**src/rtl/spi_reg_bridge.sv**
```systemverilog
// spi_reg_bridge: SPI mode-0 slave that turns byte frames into auto-incrementing register bus strobes
module spi_reg_bridge #(
   parameter int AW   = 5,
   parameter int SYNC = 2
) (
   input  logic          clk,
   input  logic          reset,
   input  logic          spi_sclk,
   input  logic          spi_ncs,
   input  logic          spi_mosi,
   output logic          spi_miso,
   output logic          spi_miso_oe,
   output logic [AW-1:0] bus_addr,
   output logic [7:0]    bus_wdata,
   output logic          bus_wr,
   output logic          bus_rd,
   input  logic [7:0]    bus_rdata,
   output logic          frame_active,
   output logic          byte_err
);

   localparam logic [1:0] IDLE = 2'd0;
   localparam logic [1:0] CMD  = 2'd1;
   localparam logic [1:0] DATA = 2'd2;

   logic [SYNC-1:0] sclk_sq, ncs_sq, mosi_sq;
   logic            sclk_prev_q, ncs_prev_q;
   logic [1:0]      state_q, state_d;
   logic [2:0]      bit_cnt_q, bit_cnt_d;
   logic [7:0]      rx_q, rx_d, tx_q, tx_d;
   logic            dir_q, dir_d;
   logic [AW-1:0]   addr_q, addr_d, bus_addr_q, bus_addr_d;
   logic [7:0]      bus_wdata_q, bus_wdata_d;
   logic            bus_wr_q, bus_wr_d, bus_rd_q, bus_rd_d;
   logic            rd_load_q, rd_load_d;
   logic            byte_err_q, byte_err_d;

   logic       sclk_s, ncs_s, mosi_s;
   logic       sclk_rise, sclk_fall, ncs_fall, ncs_rise, byte_done;
   logic [7:0] rx_byte;

   // Synchronise the SPI pins; ncs resets low so a frame already in progress at reset release is not seen as a fall
   always_ff @(posedge clk or posedge reset) begin
      if (reset) begin
         sclk_sq     <= '0;
         ncs_sq      <= '0;
         mosi_sq     <= '0;
         sclk_prev_q <= 1'b0;
         ncs_prev_q  <= 1'b0;
      end else begin
         sclk_sq     <= {sclk_sq[SYNC-2:0], spi_sclk};
         ncs_sq      <= {ncs_sq[SYNC-2:0], spi_ncs};
         mosi_sq     <= {mosi_sq[SYNC-2:0], spi_mosi};
         sclk_prev_q <= sclk_sq[SYNC-1];
         ncs_prev_q  <= ncs_sq[SYNC-1];
      end
   end

   assign sclk_s    = sclk_sq[SYNC-1];
   assign ncs_s     = ncs_sq[SYNC-1];
   assign mosi_s    = mosi_sq[SYNC-1];
   assign sclk_rise = sclk_s & ~sclk_prev_q;
   assign sclk_fall = ~sclk_s & sclk_prev_q;
   assign ncs_fall  = ncs_prev_q & ~ncs_s;
   assign ncs_rise  = ~ncs_prev_q & ncs_s;
   assign rx_byte   = {rx_q[6:0], mosi_s};
   assign byte_done = sclk_rise && (bit_cnt_q == 3'd7);

   // Frame sequencing: command byte picks direction and start address, each further byte strobes the bus
   always_comb begin
      state_d     = state_q;
      bit_cnt_d   = bit_cnt_q;
      rx_d        = rx_q;
      tx_d        = tx_q;
      dir_d       = dir_q;
      addr_d      = addr_q;
      bus_addr_d  = bus_addr_q;
      bus_wdata_d = bus_wdata_q;
      bus_wr_d    = 1'b0;
      bus_rd_d    = 1'b0;
      rd_load_d   = bus_rd_q;
      byte_err_d  = 1'b0;
      if (state_q == IDLE) begin
         rd_load_d = 1'b0;
         if (ncs_fall) begin
            state_d   = CMD;
            bit_cnt_d = 3'd0;
            rx_d      = 8'h00;
            tx_d      = 8'h00;
         end
      end else if (ncs_rise) begin
         state_d    = IDLE;
         byte_err_d = bit_cnt_q != 3'd0;
         bit_cnt_d  = 3'd0;
         tx_d       = 8'h00;
         rd_load_d  = 1'b0;
      end else begin
         if (rd_load_q)
            tx_d = bus_rdata;
         else if (sclk_fall && bit_cnt_q != 3'd0)
            tx_d = {tx_q[6:0], 1'b0};
         if (sclk_rise) begin
            bit_cnt_d = bit_cnt_q + 3'd1;
            rx_d      = rx_byte;
         end
         if (byte_done) begin
            if (state_q == CMD) begin
               state_d = DATA;
               dir_d   = rx_byte[7];
               addr_d  = rx_byte[AW-1:0];
               if (!rx_byte[7]) begin
                  bus_rd_d   = 1'b1;
                  bus_addr_d = rx_byte[AW-1:0];
               end
            end else if (dir_q) begin
               bus_wr_d    = 1'b1;
               bus_addr_d  = addr_q;
               bus_wdata_d = rx_byte;
               addr_d      = addr_q + AW'(1);
            end else begin
               bus_rd_d   = 1'b1;
               addr_d     = addr_q + AW'(1);
               bus_addr_d = addr_q + AW'(1);
            end
         end
      end
   end

   // Frame state and bus output registers
   always_ff @(posedge clk or posedge reset) begin
      if (reset) begin
         state_q     <= IDLE;
         bit_cnt_q   <= 3'd0;
         rx_q        <= 8'h00;
         tx_q        <= 8'h00;
         dir_q       <= 1'b0;
         addr_q      <= '0;
         bus_addr_q  <= '0;
         bus_wdata_q <= 8'h00;
         bus_wr_q    <= 1'b0;
         bus_rd_q    <= 1'b0;
         rd_load_q   <= 1'b0;
         byte_err_q  <= 1'b0;
      end else begin
         state_q     <= state_d;
         bit_cnt_q   <= bit_cnt_d;
         rx_q        <= rx_d;
         tx_q        <= tx_d;
         dir_q       <= dir_d;
         addr_q      <= addr_d;
         bus_addr_q  <= bus_addr_d;
         bus_wdata_q <= bus_wdata_d;
         bus_wr_q    <= bus_wr_d;
         bus_rd_q    <= bus_rd_d;
         rd_load_q   <= rd_load_d;
         byte_err_q  <= byte_err_d;
      end
   end

   assign spi_miso     = tx_q[7];
   assign spi_miso_oe  = state_q != IDLE;
   assign frame_active = state_q != IDLE;
   assign bus_addr     = bus_addr_q;
   assign bus_wdata    = bus_wdata_q;
   assign bus_wr       = bus_wr_q;
   assign bus_rd       = bus_rd_q;
   assign byte_err     = byte_err_q;

endmodule

```
**config.mk**
```make
export PLATFORM = sky130hd
export DESIGN_NAME = spi_reg_bridge
export DESIGN_NICKNAME = d
export VERILOG_FILES = /design/src/rtl/spi_reg_bridge.sv
export SDC_FILE = /design/constraint.sdc
export NUM_CORES = 1
export LEC_CHECK = 0
export ABC_CLOCK_PERIOD_IN_PS = 3500
export BUFFER_PORTS_ARGS = -buffer_cell sky130_fd_sc_hd__buf_2
export CORE_MARGIN = 10
export CORE_UTILIZATION = 44
export CTS_CLUSTER_SIZE = 25
export DETAILED_ROUTE_END_ITERATION = 6
export PLACE_DENSITY = 0.75
export SLEW_MARGIN = 10
export SYNTH_ARGS = -nofsm -noshare
export SYNTH_HDL_FRONTEND = slang
export SYNTH_SLANG_ARGS = --single-unit
```
**constraint.sdc**
```tcl
create_clock -name clk -period 3.5 [get_ports clk]
set_clock_uncertainty 0.2 [all_clocks]
set_input_delay 0.525 -clock clk [delete_from_list [all_inputs] [get_ports clk]]
set_output_delay 0.525 -clock clk [all_outputs]
set_load 0.005 [all_outputs]
```
==> impl_results.md, run 1 <==
* Status: completed
* Buf/Inv on CP at 3
* Sink Count at a little over 50
* Die H at ~92 microns
* Fillers at roughly 480
* Setup violators final at 0
* Antenna Cells at 0
* Row count at 26
* Cell count after synthesis at around 190
* Post-synthesis sequential area ratio at 0.561
* Clock-pin slew on the worst setup and hold paths at around 0.1 ns
* Synthesized area per cell at 11.8 sq um
* Detailed placement HPWL at slightly above 3 mm
* Die area at roughly 0.0084 sq mm
* Clk_lat worst skew at between 0.3 and 0.4 ns
* H-tree Lvls at 2
* Post_cts resized at 0
* Required @ worst endpoint at 2.77 ns
* CP Class: reg2out
* Top FF cell, synth: dfrtp_1
* Seq cells post-synth at 51
* Wire per inst at roughly 15 microns
* Worst Setup End Kind: output port
* Largest area contributor in the netlist: dfrtp_1
* Yosys warns at 0
* Main area contributors after synthesis: dfrtp_1 56%, mux2_2 5.9%, mux2i_1 4.4%
* Final GP Congestion at 0.818
* Port Buffers at 31
* Global-route wire length before repair at about 7.6 mm
* Most frequent cell after synthesis: dfrtp_1
* Vias in the first global route at 1579
* Worst slew pin tran at 1.05 ns
* Crit path cell chain: nor2_1 -> buf_4 -> inv_1 -> buf_2
* Max_cap viols at 0
* Drt pass-1 iters at 4
* CP max FO at 19
* Post CTS Setup Buffer Count at 0
* Slew HR at 0.299
* Leakage at 1.22 nW
* Max Buffers Root-to-Sink at 2
* Slowest stage delay, CP at 0.43 ns
* Total congestion overflow at 0
* Post-synth net total at approximately 210
* Pin count of the biggest net entering global routing at 52
* # nets final at 238
* CTS root buf: clkbuf_8
* CTS tree: built
* Post-synth EDFFs at 0
* Iter 0 DRT Violations at 98
* CP arrival at around 1.7 ns
* Post-Syn Area at between 0.002 and 0.0025 sq mm
* Tmin final at approximately 2.4 ns
* I/O Pins at 32
* Fin Setup TNS at 0 ns
* Worst min path class: in2reg
* Top-area cell type share of the netlist area at 0.561
* Starting Density at 0.448
* Synth async-reset ratio at 1.00
* Slowest CP cell: dfrtp_1
* Final Max Slew Viols at 0
* Setup WS pre-CTS at ~1.3 ns
* Upper clock frequency limit at between 400 and 500 MHz
* Die X at 91.9 microns
* Layout cell share with drive strength beyond 1 at 0.266
* CTS buffer count at 5
* Initial antenna violation count at 0
* DRT antenna net count at 0
* Syn-to-layout area delta at 13.1%
* Top cells by count, synth: 51 x dfrtp_1, 12 x mux2_2, 11 x nor2_1
* CP Launch Type: flip-flop
* Period utilization at 0.683
* RSZ-0062 raised after global routing: false
* DRC Markers at 0
* Setup ws final at between 1 and 1.5 ns
* Final hold violations at 0
* Peak supply drop at between 0.2 and 0.3 mV
* Delay-heaviest family, CP: buffers and inverters
* Vias at 1590
* Overall Global Routing Usage at 0.108
* Final wirelength at around 4.5 mm
* Post-CTS Hold Buffers at 0
* Cell Pwr Density at 503 mW/mm^2
* Distinct cells, synth at 39
* Core area at ~0.005 sq mm
* DR vias/cell at approximately 5.4
## layout by cell type (no fill, tap or decap), types with 5 or more instances in the layout
cell,Yosys,routed
a22o_1,7,7
clkbuf_8,0,5
nor2_1,11,11
buf_2,2,31
mux2_2,12,12
o21ai_0,8,8
mux2i_1,10,10
o41ai_1,7,7
o211ai_1,9,9
nand2_1,9,9
a21oi_1,5,5
dfrtp_1,51,51
## stage by stage
stage	cells	instance area [sq um]	power, mW	hold WS [ns]	util
floorplan	192	2270	0.874	0.131	-
global placement	284	2480	0.938	0.133	0.488
detailed placement	284	2480	0.945	0.136	0.488
CTS	292	2570	1.31	0.0981	0.507
global route	292	2570	1.37	0.0949	0.507
finish	292	2570	1.29	0.106	0.507
## state kept, by name, indices dropped and copies added, names as in the netlist
name         cells
ncs_prev_q       1
dir_q            1
addr_q           5
rx_q             7
sclk_sq          2
byte_err         1
bit_cnt_q        3
state_q          2
ncs_sq           2
sclk_prev_q      1
bus_wr           1
bus_rd           1
rd_load_q        1
mosi_sq          2
tx_q             8
bus_wdata        8
bus_addr         5
## worst register-to-register path, stage by stage (launching register included)
cell      delay (ns)
dfrtp_1         0.39
ha_1            0.17
ha_1            0.14
nand3b_1        0.16
or3_4           0.44
a21oi_2         0.28
mux2_2          0.38
## report_power, final
part / internal [mW] / switching [mW]
combinational: 0.0922 / 0.187
clock: 0.147 / 0.208
sequential: 0.624 / 0.0355
## logic make-up after synthesis
logic type	after synthesis	synth area share
AND/OR/NAND/NOR	45	0.105
XOR/XNOR	2	0.00771
adder cells (fa/ha/maj)	4	0.0220
flip-flops	51	0.561
AO/OA/AOI/OAI	52	0.168
buffers and inverters	16	0.0325
multiplexers	22	0.103
## final cells by class
class	count	area, sq um	area share
well taps	70	87.6	0.0341
flip-flops and latches	51	1280	0.496
multi-input cells	125	923	0.359
repair buffers	33	170	0.0662
clock inverters	3	26.3	0.0102
clock buffers	5	68.8	0.0268
inverters	5	18.8	0.00730
## path summary, 6_finish.rpt
path | start | end | slack (ns) | cells after the start
worst max-delay path | state_q[0]$_DFFE_PP0P_ | spi_miso_oe | 1.11 | 4
worst min-delay path | spi_mosi | mosi_sq[0]$_DFF_PP0_ | 0.11 | 1
worst max register to register | bit_cnt_q[0]$_DFFE_PP0P_ | bus_addr[0]$_DFFE_PP0P_ | 1.26 | 6
worst min register to register | sclk_sq[0]$_DFF_PP0_ | sclk_sq[1]$_DFF_PP0_ | 0.15 | 0
max in group asynchronous | reset | ncs_sq[1]$_DFF_PP0_ | 2.19 | 2
min in group asynchronous | reset | bus_wdata[5]$_DFFE_PP0P_ | 0.26 | 2
## per-layer routing
layer	GRT usage	wire length, microns	up-vias
li1	-	-	765
met1	0.144	2170	787
met2	0.162	1980	30
met3	0.0228	199	8
met4	0.0578	98	0
met5	0	0	-
(Power assumes the default switching activity.)
==> run 2: changes to the inputs <==
--- a/config.mk
+++ b/config.mk
@@ -5,13 +5,14 @@
 export SDC_FILE = /design/constraint.sdc
 export NUM_CORES = 1
 export LEC_CHECK = 0
-export ABC_CLOCK_PERIOD_IN_PS = 3500
+export ABC_AREA = 1
+export ABC_CLOCK_PERIOD_IN_PS = 2000
 export BUFFER_PORTS_ARGS = -buffer_cell sky130_fd_sc_hd__buf_2
 export CORE_MARGIN = 10
 export CORE_UTILIZATION = 44
 export CTS_CLUSTER_SIZE = 25
 export DETAILED_ROUTE_END_ITERATION = 6
-export PLACE_DENSITY = 0.75
+export PLACE_DENSITY = 0.77
 export SLEW_MARGIN = 10
 export SYNTH_ARGS = -nofsm -noshare
 export SYNTH_HDL_FRONTEND = slang
==> constraint.sdc (replaced) <==
create_clock -name clk -period 2 [get_ports clk]
set_clock_uncertainty 0.2 [all_clocks]
set_input_delay 0.3 -clock clk [delete_from_list [all_inputs] [get_ports clk]]
set_output_delay 0.3 -clock clk [all_outputs]
set_load 0.005 [all_outputs]
==> run 2 against run 1 <==
  * Via count grew 23%
  * Largest cell class unchanged
  * Total power increased by 86%
  * Setup slack worse by 0.90 ns
  * Register-to-register slack got worse by 1.1 ns
  * Clock power increased by 61%
  * Wire length up 11%
  * Die area increased by 4.5%
  * Cell area is 7.6% higher
==> impl_results.md, run 2 <==
* Port Buffers at 31 (unchanged)
* Overall Global Routing Usage at 0.115 (+0.00696)
* Wire per inst at 12.4 microns (-19%)
* Top cells by count, synth: 87 x nand2_1, 51 x dfrtp_1, 31 x o21ai_0
* Commonest non-fill, non-tap cell in the layout: nand2_1
* Met3 wire length at 226 microns (+14%)
* Slowest CP cell: dfrtp_1
* Top-area cell type share of the netlist area at 0.531 (-0.0304)
* Distinct cells, synth at 24 (-38%)
* Seq pwr share at 0.499 (-0.011)
* Cell count after synthesis at 288 (+50%)
* CP max FO at 10 (-9)
* Total congestion overflow at 0 (unchanged)
* Die area at 0.00882 sq mm (+4.5%)
* Post-synth EDFFs at 0 (unchanged)
* Iter 0 DRT Violations at 95 (-3.1%)
* Clock-pin slew on the worst setup and hold paths at 0.09 ns (about the same)
* Global-route wire length before repair at 8.32 mm (+9.0%)
* Buf/Inv on CP at 0 (-3)
* DR vias/cell at 4.90 (-10%)
* Non-filler cells, final at 398 (+36%)
* Final Max Slew Viols at 0 (unchanged)
* CTS root buf: clkbuf_8
* Synth async-reset ratio at 1.00 (unchanged)
* Period utilization at 0.896
* # nets final at 344 (+45%)
* Clk_lat worst skew at 0.30 ns (about the same)
* CP Class: reg2reg
* Max_cap viols at 0 (unchanged)
* Synthesized area per cell at 8.35 sq um (-30%)
* Worst min path class: in2reg
* Commonest non-fill, non-tap cells in the layout: 87 x nand2_1, 51 x dfrtp_1, 31 x o21ai_0, 31 x buf_2
* CP arrival at 1.84 ns (+0.18 ns)
* Starting Density at 0.462 (+0.0138)
* Slowest stage delay, CP at 0.36 ns (-0.07 ns)
* Setup WS pre-CTS at 0.215 ns (-1.04 ns)
* Post-layout util at 0.532 (+0.0251)
* DRT antenna net count at 0 (unchanged)
* Status: completed
* Die H at 93.9 microns (+2.2%)
* Syn-to-layout area delta at 15.1%
* Seq cells post-synth at 51 (unchanged)
* Initial antenna violation count at 0 (unchanged)
* Setup ws final at 0.207 ns (-0.903 ns)
* Clk pwr share at 0.238 (-0.037)
* Fin Setup TNS at 0 ns (unchanged)
* Power, Total at 2.41 mW (+86%)
* Net Sw Frac at 0.355 (+0.0226)
* Pin count of the biggest net entering global routing at 52 (unchanged)
* Final instance area at 0.00277 sq mm (+7.6%)
* Post-synth net total at 305 (+46%)
* Worst Setup End Kind: flip-flop
* Antenna Cells at 0 (unchanged)
* Cell Pwr Density at 870 mW/mm^2 (+73%)
* Placed cell count at 386 (+36%)
* Main area contributors after synthesis: dfrtp_1 53%, nand2_1 14%, o21ai_0 6.5%
* Row count at 26 (unchanged)
* Vias in the first global route at 1827 (+16%)
* Yosys warns at 0 (unchanged)
* H-tree Lvls at 2 (unchanged)
* CTS tree: built
* Max Buffers Root-to-Sink at 2 (unchanged)
* I/O Pins at 32 (unchanged)
* RSZ-0062 raised after global routing: false
* Die X at 93.9 microns (+2.2%)
* Final GP Congestion at 0.846 (+3.4%)
* Detailed placement HPWL at 3.54 mm (+16%)
* DRC Markers at 0 (unchanged)
* Layout cell share with drive strength beyond 1 at 0.174 (-0.0920)
* WHS at 0.0349 ns (-0.0715 ns)
* Placed Area at 0.00265 sq mm (+6.9%)
* Leakage at 1.54 nW (+26%)
* Most frequent cell after synthesis: nand2_1
* Delay-heaviest family, CP: simple AND/OR/NAND/NOR gates
* Wire length on met2 at 2.42 mm (+22%)
* CP Launch Type: flip-flop
* Sw power at 855 uW (+99%)
* Peak supply drop at 0.384 mV (+41%)
* Post-CTS Hold Buffers at 4 (+4)
* Comb power frac at 0.264 (+0.048)
* Drt pass-1 iters at 4 (unchanged)
* Final hold violations at 0 (unchanged)
* Upper clock frequency limit at around 560 MHz
* Vias at 1949 (+23%)
* Post_cts resized at 0 (unchanged)
* CTS buffer count at 5 (unchanged)
* Post CTS Setup Buffer Count at 0 (unchanged)
* Post-synthesis sequential area ratio at 0.531 (-0.0304)
* Worst slew pin tran at 0.509 ns (-0.542 ns)
* Top FF cell, synth: dfrtp_1
* Internal power at 1.55 mW (+80%)
* Largest area contributor in the netlist: dfrtp_1
* Slew HR at 0.661 (+0.362)
* Core area at 0.00520 sq mm (+2.6%)
* Tmin final at roughly 1.8 ns
* Post-Syn Area at 0.00240 sq mm (+5.7%)
* Sink Count at 51 (unchanged)
* Crit path cell chain: ha_1 -> ha_1 -> nand3_1 -> nor2_2 -> nand2_2 -> nor2_4 -> nand2_1 -> nand2_1
* Routed metal-1 wire length at 2.19 mm (+1.1%)
* Setup violators final at 0 (unchanged)
* Top sig layer: met4
* Required @ worst endpoint at 2.04 ns (-0.73 ns)
* Final wirelength at 4.92 mm (+11%)
-- run 2: routing by layer --
layer  GRT usage  vias up
met5           0        -
met4      0.0519        0
met3      0.0248        6
met2       0.190       44
met1       0.142      904
li1            -      995
-- run 2: cell families after synthesis --
group	after synthesis	share of synthesized area
AND/OR/NAND/NOR	153	0.291
flip-flops	51	0.531
AO/OA/AOI/OAI	40	0.0854
buffers and inverters	38	0.0645
adder cells (fa/ha/maj)	4	0.0208
XOR/XNOR	2	0.00729
-- run 2: cell type report --
| type | instances | area [sq um] |
|---|---|---|
| Clock buffer | 7 | 76.3 |
| Clock inverter | 1 | 5.00 |
| Fill cell | 488 | 2440 |
| Inverter | 33 | 128 |
| Multi-Input combinational cell | 199 | 972 |
| Sequential cell | 51 | 1280 |
| Tap cell | 70 | 87.6 |
| Timing Repair Buffer | 37 | 223 |
-- run 2: worst register-to-register path, stage by stage, from the launching register on --
cell	delay [ns]
dfrtp_1	0.36
ha_1	0.15
ha_1	0.13
nand3_1	0.16
nor2_2	0.21
nand2_2	0.17
nor2_4	0.21
nand2_1	0.09
nand2_1	0.07
-- run 2: final timing paths --
path	from	end	slack, ns	cells after the start
setup / recovery	bit_cnt_q[0]$_DFFE_PP0P_	bus_wdata[2]$_DFFE_PP0P_	0.21	8
min in group asynchronous	reset	tx_q[7]$_DFFE_PP0P_	0.38	4
setup reg to reg	bit_cnt_q[0]$_DFFE_PP0P_	bus_wdata[2]$_DFFE_PP0P_	0.21	8
hold reg to reg	mosi_sq[0]$_DFF_PP0_	mosi_sq[1]$_DFF_PP0_	0.15	0
hold / removal	bus_rdata[0]	tx_q[0]$_DFFE_PP0P_	0.03	3
max in group asynchronous	reset	sclk_sq[1]$_DFF_PP0_	1.00	4
-- run 2: power by group through the flow --
stage	registers (mW)	logic [mW]	clock network (mW)
2_1_floorplan	1.20	0.488	0
3_3_place_gp	1.22	0.625	0
3_5_place_dp	1.22	0.638	0
4_1_cts	1.20	0.645	0.589
5_1_grt	1.21	0.722	0.625
6_report	1.20	0.634	0.573
==> run 3: changes to the inputs <==
==> constraint.sdc (replaced) <==
create_clock -name clk -period 2 [get_ports clk]
set_clock_uncertainty 0.2 [all_clocks]
set_input_delay 0.3 -clock clk [delete_from_list [all_inputs] [get_ports clk]]
set_output_delay 0.3 -clock clk [all_outputs]
set_load 0.1 [all_outputs]
==> run 3 against run 2 <==
  * Cell area about the same
  * Maximum frequency decreased by 7.3%
  * Non-clock buffer count unchanged
  * Sequential power about the same
  * Critical path type is now reg2out
  * Largest cell class unchanged
==> impl_results.md, run 3 (synthesis gave the netlist of run 2 again) <==
* Row count at 26 (unchanged)
* Layout cell share with drive strength beyond 1 at 0.174 (unchanged)
* Final hold violations at 0 (unchanged)
* Initial antenna violation count at 0 (unchanged)
* Detailed placement HPWL at 3.54 mm (unchanged)
* Wire length on met2 at 2.42 mm (about the same)
* Leakage at 1.54 nW (about the same)
* Die area at 0.00882 sq mm (unchanged)
* Clk_lat worst skew at 0.30 ns (about the same)
* Syn-to-layout area delta at 15.3% (about the same)
* Routed metal-1 wire length at 2.19 mm (about the same)
* Non-filler cells, final at 398 (unchanged)
* Drt pass-1 iters at 4 (unchanged)
* Core area at 0.00520 sq mm (unchanged)
* Placed cell count at 386 (unchanged)
* CTS buffer count at 5 (unchanged)
* Final wirelength at 4.92 mm (about the same)
* Reg area at 0.00128 sq mm (unchanged)
* Die H at 93.9 microns (unchanged)
* Wire per inst at 12.4 microns (about the same)
* Internal power at 1.56 mW (+0.37%)
* Status: completed
* Total congestion overflow at 0 (unchanged)
* Overall Global Routing Usage at 0.115 (unchanged)
* Vias at 1946 (-0.15%)
* Final Max Slew Viols at 0 (unchanged)
* Slowest CP cell: dfrtp_1
* Commonest non-fill, non-tap cells in the layout: 87 x nand2_1, 51 x dfrtp_1, 31 x o21ai_0
* Fillers at 487 (-0.20%)
* H-tree Lvls at 2 (unchanged)
* Setup violators final at 0 (unchanged)
* Required @ worst endpoint at 1.50 ns (-0.54 ns)
* Worst slew pin tran at 0.509 ns (-0.000000894 ns)
* Worst min path class: in2reg
* CP Launch Type: flip-flop
* Peak supply drop at 0.385 mV (+0.14%)
* Crit path cell chain: nor2_4 -> inv_4 -> buf_2
* DRC Markers at 0 (unchanged)
* Commonest non-fill, non-tap cell in the layout: nand2_1
* Top sig layer: met4
* Pin count of the biggest net entering global routing at 52 (unchanged)
* Max_cap viols at 0 (unchanged)
* CP Class: reg2out
* Antenna Cells at 0 (unchanged)
* Vias in the first global route at 1827 (unchanged)
* Starting Density at 0.462 (unchanged)
* Global-route wire length before repair at 8.32 mm (unchanged)
* # nets final at 344 (unchanged)
* Seq pwr share at 0.462 (-0.037)
* Met3 wire length at 226 microns (unchanged)
* RSZ-0062 raised after global routing: false
* Tmin final at 1.93 ns (+0.141 ns)
* Cell Pwr Density at 938 mW/mm^2 (+7.9%)
* Net Sw Frac at 0.401 (+0.0454)
* Sw power at 1.04 mW (+22%)
* DR vias/cell at 4.89 (-0.15%)
* CP arrival at 1.43 ns (-0.41 ns)
* CTS tree: built
* Upper clock frequency limit at 517 MHz (-7.3%)
* I/O Pins at 32 (unchanged)
* Sink Count at 51 (unchanged)
* Post-layout util at 0.532 (about the same)
* Slew HR at 0.661 (about the same)
* CTS root buf: clkbuf_8
* Slowest stage delay, CP at 0.46 ns (+0.10 ns)
* Fin Setup TNS at 0 ns (unchanged)
* Iter 0 DRT Violations at 95 (unchanged)
* Worst Setup End Kind: output port
* Die X at 93.9 microns (unchanged)
* Clk pwr share at 0.220 (-0.018)
* Post CTS Setup Buffer Count at 0 (unchanged)
* Period utilization at 0.967 (+0.0707)
* CP max FO at 11 (+1)
* Max Buffers Root-to-Sink at 2 (unchanged)
* Comb power frac at 0.318 (+0.054)
* Final GP Congestion at 0.846 (unchanged)
* Port Buffers at 31 (unchanged)
* Area of the multi-input gates at 972 sq um (unchanged)
* DRT antenna net count at 0 (unchanged)
* Clock-pin slew on the worst setup and hold paths at 0.09 ns (about the same)
## run 3: cell types whose count changed in the layout (fill, tap and decap cells not counted), sizes merged
| cell | change |
|---|---|
| buf | -1 |
| clkbuf | +1 |
## run 3: metrics by stage
step | setup slack [ns] | area (sq um) | hold slack (ns) | power, mW
finish | 0.0659 | 2770 | 0.0350 | 2.60
global route | 0.00409 | 2770 | 0.0417 | 2.75
CTS | 0.0492 | 2770 | 0.0269 | 2.62
detailed placement | 0.215 | 2650 | 0.136 | 2.04
global placement | 0.310 | 2650 | 0.133 | 2.03
floorplan | 0.270 | 2400 | 0.131 | 1.87
## run 3: area by class of cell
type | instances | area share
Inverter | 33 | 0.0461
Multi-Input combinational cell | 199 | 0.351
Sequential cell | 51 | 0.461
Timing Repair Buffer | 37 | 0.0813
Clock inverter | 1 | 0.00181
Tap cell | 70 | 0.0316
Clock buffer | 7 | 0.0276
## run 3: what timing repair did
item,in CTS,in global routing
hold buffers,4,0
hold endpoints to repair,54,0
gates resized for setup,0,1
setup endpoints to repair,0,1
## run 3: path summary, 6_finish.rpt
check / start / endpoint / slack (ns) / depth (start not counted)
worst min-delay path: bus_rdata[0] / tx_q[0]$_DFFE_PP0P_ / 0.04 / 3
worst min register to register: mosi_sq[0]$_DFF_PP0_ / mosi_sq[1]$_DFF_PP0_ / 0.15 / 0
max in group asynchronous: reset / sclk_sq[1]$_DFF_PP0_ / 1.00 / 4
worst max register to register: bit_cnt_q[0]$_DFFE_PP0P_ / bus_wdata[2]$_DFFE_PP0P_ / 0.21 / 8
min in group asynchronous: reset / tx_q[7]$_DFFE_PP0P_ / 0.38 / 4
worst max-delay path: state_q[0]$_DFFE_PP0P_ / frame_active / 0.07 / 3
## run 3: worst max-delay path, delay by kind of cell, from the launching register on
kind          cells  cell delay [ns]
flops             1             0.46
simple gates      1             0.10
buf+inv           2             0.58
## run 3: layer usage
metal	track usage	up-vias
met5	0	-
met4	0.0519	0
met3	0.0248	6
met2	0.190	44
met1	0.142	901
li1	-	995
## run 3: power groups by stage
stage / logic, mW / registers [mW] / clock network (mW)
after CTS: 0.832 / 1.20 / 0.589
after global placement: 0.811 / 1.22 / 0
after global routing: 0.915 / 1.21 / 0.625
after floorplan: 0.657 / 1.22 / 0
final: 0.826 / 1.20 / 0.573
after detailed placement: 0.824 / 1.22 / 0
